**src/rtl/seg_scan_driver_if.sv**
```systemverilog
// Display-side bundle for seg_scan_driver: time/cursor/status inputs and the
// multiplexed anode/cathode/decimal-point outputs.
interface seg_scan_driver_if;
   logic [35:0] time_i;
   logic [2:0]  curr_digit;
   logic        edit;
   logic        done;
   logic [7:0]  an;
   logic [6:0]  seg;
   logic        dp;

   modport master (
      output time_i, curr_digit, edit, done,
      input  an, seg, dp
   );

   modport slave (
      input  time_i, curr_digit, edit, done,
      output an, seg, dp
   );
endinterface

```
**src/rtl/seg_scan_driver.sv**
```systemverilog
// Eight-digit multiplexed 7-segment scanner with per-frame time snapshot and edit blink.
// Optional macro DONE_FLASH_EN: flash the whole display while done=1.
module seg_scan_driver #(
   parameter int unsigned REFRESH_DIV = 100000,
   parameter int unsigned BLINK_DIV   = 25000000
) (
   input logic            clk,
   input logic            rst,
   seg_scan_driver_if.slave bus
);

   localparam int unsigned SCAN_W  = (REFRESH_DIV > 1) ? $clog2(REFRESH_DIV) : 1;
   localparam int unsigned BLINK_W = (BLINK_DIV   > 1) ? $clog2(BLINK_DIV)   : 1;

   typedef enum logic {
      ST_INIT,
      ST_SCAN
   } state_t;

   state_t              r_state;
   state_t              w_state_next;
   logic                w_load_first;
   logic                w_scan_run;

   logic [SCAN_W-1:0]   r_scan_cnt;
   logic [2:0]          r_k;
   logic [35:0]         r_snap;
   logic [BLINK_W-1:0]  r_blink_cnt;
   logic                r_blink_phase;

   logic [7:0]          r_an;
   logic [6:0]          r_seg;
   logic                r_dp;

   logic                w_scan_wrap;
   logic                w_blink_wrap;
   logic [5:0]          w_nib_base;
   logic [3:0]          w_nib;
   logic [6:0]          w_seg;
   logic                w_edit_blank;
   logic                w_done_blank;

   // ST_INIT is the single post-reset cycle that captures time_i before any digit lights.
   always_ff @(posedge clk or posedge rst) begin
      if (rst) r_state <= ST_INIT;
      else     r_state <= w_state_next;
   end

   always_comb begin
      w_state_next = r_state;
      w_load_first = 1'b0;
      w_scan_run   = 1'b0;
      case (r_state)
         ST_INIT: begin
            w_load_first = 1'b1;
            w_state_next = ST_SCAN;
         end
         ST_SCAN: begin
            w_scan_run   = 1'b1;
         end
         default: w_state_next = ST_INIT;
      endcase
   end

   assign w_scan_wrap  = (r_scan_cnt  == SCAN_W'(REFRESH_DIV - 1));
   assign w_blink_wrap = (r_blink_cnt == BLINK_W'(BLINK_DIV - 1));

   always_ff @(posedge clk or posedge rst) begin
      if (rst) begin
         r_scan_cnt <= '0;
         r_k        <= '0;
      end else if (w_scan_run) begin
         if (w_scan_wrap) begin
            r_scan_cnt <= '0;
            r_k        <= r_k + 3'd1;
         end else begin
            r_scan_cnt <= r_scan_cnt + SCAN_W'(1);
         end
      end
   end

   // Snapshot only at frame boundaries so one frame never mixes two time values.
   always_ff @(posedge clk or posedge rst) begin
      if (rst) begin
         r_snap <= '0;
      end else if (w_load_first || (w_scan_run && w_scan_wrap && (r_k == 3'd7))) begin
         r_snap <= bus.time_i;
      end
   end

   always_ff @(posedge clk or posedge rst) begin
      if (rst) begin
         r_blink_cnt   <= '0;
         r_blink_phase <= 1'b0;
      end else if (w_blink_wrap) begin
         r_blink_cnt   <= '0;
         r_blink_phase <= ~r_blink_phase;
      end else begin
         r_blink_cnt   <= r_blink_cnt + BLINK_W'(1);
      end
   end

   // ms1 occupies [3:0] and is skipped, so position k starts at bit 4k+4.
   assign w_nib_base = {1'b0, r_k, 2'b00} + 6'd4;
   assign w_nib      = r_snap[w_nib_base +: 4];

   always_comb begin
      w_seg = 7'h3F;
      case (w_nib)
         4'd0:    w_seg = 7'h40;
         4'd1:    w_seg = 7'h79;
         4'd2:    w_seg = 7'h24;
         4'd3:    w_seg = 7'h30;
         4'd4:    w_seg = 7'h19;
         4'd5:    w_seg = 7'h12;
         4'd6:    w_seg = 7'h02;
         4'd7:    w_seg = 7'h78;
         4'd8:    w_seg = 7'h00;
         4'd9:    w_seg = 7'h10;
         default: w_seg = 7'h3F;
      endcase
   end

   assign w_edit_blank = bus.edit && r_blink_phase && (bus.curr_digit <= 3'd5)
                         && (r_k == (3'd7 - bus.curr_digit));

`ifdef DONE_FLASH_EN
   assign w_done_blank = bus.done && r_blink_phase;
`else
   assign w_done_blank = 1'b0;
`endif

   always_ff @(posedge clk or posedge rst) begin
      if (rst) begin
         r_an  <= 8'hFF;
         r_seg <= 7'h7F;
         r_dp  <= 1'b1;
      end else if (w_scan_run) begin
         r_an  <= (w_edit_blank || w_done_blank) ? 8'hFF : ~(8'h01 << r_k);
         r_seg <= w_seg;
         r_dp  <= ~((r_k == 3'd2) || (r_k == 3'd4) || (r_k == 3'd6));
      end
   end

   assign bus.an  = r_an;
   assign bus.seg = r_seg;
   assign bus.dp  = r_dp;

endmodule

```
**src/flat_wrapper.sv**
```systemverilog
// flat-port wrapper written by rule: the top's interface ports become plain ports
module seg_scan_driver_flat 
#(
   parameter int unsigned REFRESH_DIV = 100000,
   parameter int unsigned BLINK_DIV   = 25000000
)
  (clk, rst, bus_time_i, bus_curr_digit, bus_edit, bus_done, bus_an, bus_seg, bus_dp);
  seg_scan_driver_if bus_i ();
  input logic clk;
  input logic rst;
  input wire logic [$bits(bus_i.time_i)-1:0] bus_time_i;
  input wire logic [$bits(bus_i.curr_digit)-1:0] bus_curr_digit;
  input wire logic [$bits(bus_i.edit)-1:0] bus_edit;
  input wire logic [$bits(bus_i.done)-1:0] bus_done;
  output wire logic [$bits(bus_i.an)-1:0] bus_an;
  output wire logic [$bits(bus_i.seg)-1:0] bus_seg;
  output wire logic [$bits(bus_i.dp)-1:0] bus_dp;
  assign bus_i.time_i = bus_time_i;
  assign bus_i.curr_digit = bus_curr_digit;
  assign bus_i.edit = bus_edit;
  assign bus_i.done = bus_done;
  assign bus_an = bus_i.an;
  assign bus_seg = bus_i.seg;
  assign bus_dp = bus_i.dp;
  seg_scan_driver #(.REFRESH_DIV(REFRESH_DIV), .BLINK_DIV(BLINK_DIV)) u_core (.clk(clk), .rst(rst), .bus(bus_i));
endmodule
```
**config.mk**
```make
export PLATFORM = sky130hd
export DESIGN_NAME = seg_scan_driver_flat
export DESIGN_NICKNAME = d
export VERILOG_FILES = /design/src/rtl/seg_scan_driver_if.sv /design/src/rtl/seg_scan_driver.sv /design/src/flat_wrapper.sv
export SDC_FILE = /design/constraint.sdc
export NUM_CORES = 1
export LEC_CHECK = 0
export CAP_MARGIN = 20
export CORE_ASPECT_RATIO = 0.8
export CORE_UTILIZATION = 45
export CTS_CLUSTER_DIAMETER = 150
export DETAILED_ROUTE_END_ITERATION = 7
export GPL_TIMING_DRIVEN = 0
export MAX_ROUTING_LAYER = met4
export PLACE_DENSITY = 0.8
export SYNTH_ARGS = -nofsm -noshare
export SYNTH_HDL_FRONTEND = slang
export SYNTH_SLANG_ARGS = --single-unit
```
**constraint.sdc**
```tcl
create_clock -name clk -period 2.91 [get_ports clk]
set_input_delay 0.582 -clock clk [delete_from_list [all_inputs] [get_ports clk]]
set_output_delay 0.582 -clock clk [all_outputs]
set_load 0.01 [all_outputs]
```
==> results.sh, run 1 <==
export IMPL_total_power_w=0.00306
export IMPL_slew_headroom=0.506
export IMPL_rsz0062_at_grt="no"
export IMPL_grt_pass1_vias=3382
export IMPL_cts_root_buf="clkbuf_16"
export IMPL_gp_congestion=0.804
export IMPL_die_w_um=117
export IMPL_outcome="complete, no violations"
export IMPL_synth_edff_count=0
export IMPL_synth_area_top_cells="dfrtp_1, mux2_4, dfstp_2"
export IMPL_grt_max_degree=35
export IMPL_yosysMostFrequentCell="dfrtp_1"
export IMPL_ys_seq_area_frac=0.502
export IMPL_rows=33
export IMPL_ctsHoldBuffers=0
export IMPL_synth_cells=391
export IMPL_fmax_ghz=0.383
export IMPL_routed_wl_um=9950
export IMPL_async_flop_share=1.00
export IMPL_grt_pass1_wl_um=16700
export IMPL_irDropWorstVdd_mv=0.292
export IMPL_drv_slew=0
export IMPL_post_route_util=0.566
export IMPL_synthToLayoutAreaGrowth_pct=21.8
export IMPL_vias_per_cell=5.53
export IMPL_fin_nets=513
export IMPL_cts_repair_resized=0
export IMPL_post_cts_repair_setup_buffers=0
export IMPL_synth_top_cell_area_share=0.414
export IMPL_hold_class="register to register"
export IMPL_grt_usage=0.206
export IMPL_clock_sinks=95
export IMPL_synth_top_cells_by_count="dfrtp_1, mux2_4, nand2_1"
export IMPL_clk_pin_slew_worst_paths_ns=0.07
export IMPL_numPortBuffers=53
export IMPL_fin_crit_sh=0.898
export IMPL_ys_warn_count=0
export IMPL_critical_path_class="register to register"
export IMPL_cts_max_level=3
export IMPL_drt_iter0_drc=246
export IMPL_leakage_nw=2.46
export IMPL_cp_top_family="multiplexers"
export IMPL_maxCapViolations=0
export IMPL_cp_cell_sequence="buf_2, mux4_2, mux2i_1, inv_1, ha_1, nand2_1, o32ai_1, a31oi_1"
export IMPL_crit_buf_inv=2
export IMPL_die_y_um=94.2
export IMPL_wire_per_inst_um=16.5
export IMPL_cts_tree="done"
export IMPL_syn_area_mm2=0.00478
export IMPL_fin_skew_ns=0.00726
export IMPL_antennaDiodeCount=0
export IMPL_post_place_ws_ns=0.363
export IMPL_syn_nets=447
export IMPL_multi_input_area_mm2=0.00220
export IMPL_overflow=0
export IMPL_synth_top_area_cell="dfrtp_1"
export IMPL_cts_made_buffers=9
export IMPL_vias=3327
export IMPL_ys_flop_type="dfrtp_1"
export IMPL_seq_area_mm2=0.00240
export IMPL_post_dp_hpwl_um=6950
export IMPL_final_fill_count=793
export IMPL_cp_max_fo=8
export IMPL_drive_gt1_frac=0.199
export IMPL_hold_viol=0
export IMPL_drcViolationCount=0
export IMPL_coreArea_mm2=0.0103
export IMPL_slowest_delay_ns=0.53
export IMPL_cp_arrival_ns=2.87
export IMPL_antenna_found_initial=0
export IMPL_syn_area_per_cell_um2=12.2
export IMPL_worstMarginPinSlew_ns=0.734
export IMPL_drtPass1Iterations=4
export IMPL_pin_count=59
export IMPL_yosysUniqueCellTypes=52
export IMPL_powerDensity_mw_per_mm2=526
export IMPL_antenna_left=0
export IMPL_setup_violations=0
export IMPL_end_kind="register"
export IMPL_setup_ws_ns=0.297
export IMPL_cpMaxStageDelayCell="mux4_2"
export IMPL_start_util=0.465
export IMPL_clk_latency_ns=0.34
export IMPL_start_kind="register"
export IMPL_clockBufferDepth=2
export IMPL_synth_seq_cells=95
export IMPL_period_needed_ns=2.61
export IMPL_setup_tns_ns=0
export IMPL_dieArea_mm2=0.0110
export IMPL_worstPathRequired_ns=3.17
## logic make-up (layout without fill, tap and decap cells)
kind of cell / after synthesis / in the layout / share of synthesized area
AO/OA/AOI/OAI: 56 / 56 / 0.0760
XOR/XNOR: 26 / 26 / 0.0477
adder cells (fa/ha/maj): 13 / 13 / 0.0341
buffers and inverters: 33 / 104 / 0.0375
flip-flops: 95 / 95 / 0.502
multiplexers: 52 / 52 / 0.165
other: 1 / 1 / 0.000785
AND/OR/NAND/NOR: 115 / 115 / 0.137
## tightest hold or removal path: cells and delay by family, from the launching register on
kind | cells | cell delay, ns
AOI/OAI and AO/OA | 1 | 0.06
and+or+nand+nor | 1 | 0.06
DFF | 1 | 0.38
## stage by stage
step | cell area (µm²) | hold slack, ns | instances
6_report | 5820 | 0.487 | 602
5_1_grt | 5820 | 0.497 | 602
4_1_cts | 5820 | 0.486 | 602
3_5_place_dp | 5530 | 0.473 | 586
3_3_place_gp | 5490 | 0.456 | 584
2_1_floorplan | 4780 | 0.439 | 391
## power breakdown
| group | switching, W | internal (W) |
|---|---|---|
| Combinational | 0.000167 | 0.000232 |
| Clock | 0.000507 | 0.000639 |
| Sequential | 0.0000844 | 0.00143 |
| Total | 0.000758 | 0.00230 |
## cell usage in the layout, fill, tap and decap left out, types with 11 or more instances in the layout
cell type	synthesis	final
xnor2_1	16	16
clkdlybuf4s50_1	0	53
nand2_1	22	22
o31ai_1	11	11
inv_1	14	13
dfstp_2	16	16
ha_1	13	13
a21oi_1	18	18
nor2_1	21	21
o21ai_0	11	11
dfrtp_1	79	79
nand3_1	15	15
mux2_4	30	30
## final cells by class
cell class	instances	share of cell area
buffer	18	0.0211
clock buffer	11	0.0437
clock inverter	5	0.00645
inverter	15	0.0103
multi-input combinational	263	0.378
sequential	95	0.412
tap	140	0.0301
timing repair buffer	55	0.0981
## layer usage
metal  wire, µm  track usage  up-vias
met3        308       0.0342        7
met2       4860        0.328       69
met1       4690        0.270     1694
li1           -            -     1557
met4         93       0.0601        0
met5          0            -        -
## final timing paths
kind                                    from                end  slack, ns  cells past startpoint
setup / recovery               u_core.r_k[0]  u_core.bus.seg[4]       0.30                      8
hold / removal             u_core.bus.seg[6]  u_core.bus.seg[6]       0.49                      2
setup reg to reg               u_core.r_k[0]  u_core.bus.seg[4]       0.30                      8
hold reg to reg            u_core.bus.seg[6]  u_core.bus.seg[6]       0.49                      2
max in group asynchronous                rst   u_core.bus.an[7]       1.30                      4
min in group asynchronous                rst  u_core.r_snap[14]       0.71                      2
## flip-flops by register name, summed over array words and instances, names as in the netlist
register / cells
u_core.r_snap: 32
u_core.r_blink_cnt: 25
u_core.r_scan_cnt: 17
u_core.bus.an: 8
u_core.bus.seg: 7
u_core.r_k: 3
u_core.bus.dp: 1
u_core.r_blink_phase: 1
u_core.r_state: 1
No activity file was read; power rests on OpenSTA's default activity.
==> inputs of run 2 (changes only) <==
--- a/config.mk
+++ b/config.mk
@@ -6,13 +6,14 @@
 export NUM_CORES = 1
 export LEC_CHECK = 0
 export CAP_MARGIN = 20
-export CORE_ASPECT_RATIO = 0.8
+export CORE_ASPECT_RATIO = 0.6
 export CORE_UTILIZATION = 45
 export CTS_CLUSTER_DIAMETER = 150
 export DETAILED_ROUTE_END_ITERATION = 7
 export GPL_TIMING_DRIVEN = 0
 export MAX_ROUTING_LAYER = met4
 export PLACE_DENSITY = 0.8
+export SLEW_MARGIN = 10
 export SYNTH_ARGS = -nofsm -noshare
 export SYNTH_HDL_FRONTEND = slang
 export SYNTH_SLANG_ARGS = --single-unit
==> run 2 against run 1 <==
First-iteration DRC count is 6.5% higher. Non-clock buffer count stayed put. Sequential power hardly changed. Total power is 2.7% higher. Count of clock-buffer cells in the layout is 2 higher. Combinational power hardly changed. Critical path depth stayed put. Die area is 0.10% higher. Wire length is 5.2% higher.
==> results.sh, run 2 (synthesized netlist as in run 1, its figures left out) <==
export IMPL_dieArea_mm2=0.0110
export IMPL_antenna_left=0
export IMPL_rows=28
export IMPL_clock_sinks=95
export IMPL_cts_tree="done"
export IMPL_critical_path_class="register to register"
export IMPL_crit_buf_inv=3
export IMPL_setup_tns_ns=0
export IMPL_ctsHoldBuffers=0
export IMPL_fmax_ghz=0.390
export IMPL_clockBufferDepth=2
export IMPL_clk_latency_ns=0.34
export IMPL_fin_nets=513
export IMPL_coreArea_mm2=0.0101
export IMPL_drcViolationCount=0
export IMPL_cp_top_family="buffers and inverters"
export IMPL_grt_usage=0.221
export IMPL_grt_pass1_wl_um=17800
export IMPL_maxCapViolations=0
export IMPL_numPortBuffers=53
export IMPL_antenna_found_initial=0
export IMPL_drt_iter0_drc=262
export IMPL_start_kind="register"
export IMPL_antennaDiodeCount=0
export IMPL_slowest_delay_ns=0.39
export IMPL_gp_congestion=0.849
export IMPL_cts_max_level=3
export IMPL_overflow=0
export IMPL_grt_max_degree=40
export IMPL_post_place_ws_ns=0.412
export IMPL_cpMaxStageDelayCell="mux2i_1"
export IMPL_grt_pass1_vias=3426
export IMPL_die_w_um=135
export IMPL_cp_max_fo=10
export IMPL_final_common_cell="dfrtp_1"
export IMPL_clk_pin_slew_worst_paths_ns=0.06
export IMPL_cts_root_buf="clkbuf_16"
export IMPL_powerDensity_mw_per_mm2=539
export IMPL_largestRegisters="u_core.r_snap x32, u_core.r_blink_cnt x25, u_core.r_scan_cnt x17"
export IMPL_outcome="complete, no violations"
export IMPL_cp_cell_sequence="clkbuf_1, buf_2, mux4_2, mux2i_1, inv_1, ha_1, o21ai_0, o311ai_1"
export IMPL_fin_crit_sh=0.880
export IMPL_drive_gt1_frac=0.199
export IMPL_slew_headroom=0.476
export IMPL_fin_skew_ns=0.00528
export IMPL_post_dp_hpwl_um=7640
export IMPL_setup_ws_ns=0.348
export IMPL_post_cts_repair_setup_buffers=0
export IMPL_routed_wl_um=10500
export IMPL_irDropWorstVdd_mv=0.337
export IMPL_synthToLayoutAreaGrowth_pct=22.1
export IMPL_setup_violations=0
export IMPL_vias=3327
export IMPL_worstPathRequired_ns=3.16
export IMPL_drtPass1Iterations=4
export IMPL_end_kind="register"
export IMPL_rsz0062_at_grt="no"
export IMPL_vias_per_cell=5.57
export IMPL_pin_count=59
export IMPL_most_common_layout_cells="dfrtp_1, clkdlybuf4s50_1, mux2_4"
export IMPL_hold_viol=0
export IMPL_final_fill_count=811
export IMPL_cts_repair_resized=0
export IMPL_die_y_um=81.8
export IMPL_start_util=0.473
export IMPL_leakage_nw=2.47
export IMPL_cts_made_buffers=9
export IMPL_wire_per_inst_um=17.5
export IMPL_drv_slew=0
export IMPL_period_needed_ns=2.56
export IMPL_largest_register_ffs=32
export IMPL_hold_class="register to register"
export IMPL_worstMarginPinSlew_ns=0.779
export IMPL_regMostFlops="u_core.r_snap"
export IMPL_cp_arrival_ns=2.82
[run 2: changes by cell type in the layout (fill, tap and decap cells not counted)]
| cell | change |
|---|---|
| bufinv_16 | +1 |
| clkinv_4 | -1 |
| clkinv_2 | +1 |
| clkbuf_16 | -1 |
| clkbuf_8 | +3 |
| inv_6 | -2 |
| inv_4 | -1 |
[run 2: worst min-delay path, cell delays in order (launching register included)]
cell and delay, ns:
dfstp_2 0.37, nand2_1 0.05, o31ai_1 0.06
[run 2: worst paths after layout]
kind | slack (ns) | to | depth (start not counted) | startpoint
max in group asynchronous | 1.36 | u_core.bus.seg[1] | 4 | rst
hold / removal | 0.48 | u_core.bus.seg[6] | 2 | u_core.bus.seg[6]
hold reg to reg | 0.48 | u_core.bus.seg[6] | 2 | u_core.bus.seg[6]
min in group asynchronous | 0.67 | u_core.r_snap[23] | 2 | rst
setup / recovery | 0.35 | u_core.bus.seg[5] | 8 | u_core.r_k[2]
setup reg to reg | 0.35 | u_core.bus.seg[5] | 8 | u_core.r_k[2]
[run 2: area by class of cell]
cell class	instances	area (µm²)	share of cell area
Sequential cell	95	2400	0.411
Buffer	18	123	0.0210
Timing Repair Buffer	55	571	0.0979
Multi-Input combinational cell	263	2200	0.377
Tap cell	135	169	0.0290
Clock buffer	13	270	0.0464
Clock inverter	3	40.0	0.00687
Inverter	15	60.1	0.0103
[run 2: layer usage]
metal | routed length, µm | track usage
met3 | 628 | 0.0531
met2 | 4700 | 0.336
met5 | 0 | -
met4 | 80 | 0.0472
met1 | 5070 | 0.302
[run 2: report_power, final]
group / switching, W / internal (W) / total (W) / leakage (nW)
clock network: 0.000489 / 0.000734 / 0.00122 / 0.156
logic: 0.000166 / 0.000232 / 0.000399 / 1.14
registers: 0.0000897 / 0.00143 / 0.00152 / 1.17
total: 0.000745 / 0.00240 / 0.00315 / 2.47
[run 2: metrics by stage]
step            util  power [W]  cell area (µm²)  hold WS, ns  instances
6_report       0.578    0.00315             5830        0.477        597
5_1_grt        0.578    0.00327             5830        0.503        597
4_1_cts        0.578    0.00317             5830        0.479        597
3_3_place_gp   0.543    0.00192             5480        0.455        579
2_1_floorplan      -    0.00178             4780        0.439        391
3_5_place_dp   0.547    0.00194             5520        0.458        581
==> inputs of run 3 (changes only) <==
--- a/config.mk
+++ b/config.mk
@@ -11,6 +11,7 @@
 export CTS_CLUSTER_DIAMETER = 150
 export DETAILED_ROUTE_END_ITERATION = 7
 export GPL_TIMING_DRIVEN = 0
+export HOLD_SLACK_MARGIN = 0.12
 export MAX_ROUTING_LAYER = met4
 export PLACE_DENSITY = 0.8
 export SLEW_MARGIN = 10
==> results of run 3 <==
No change in the layout: final DEF, timing and power equal those of run 2.
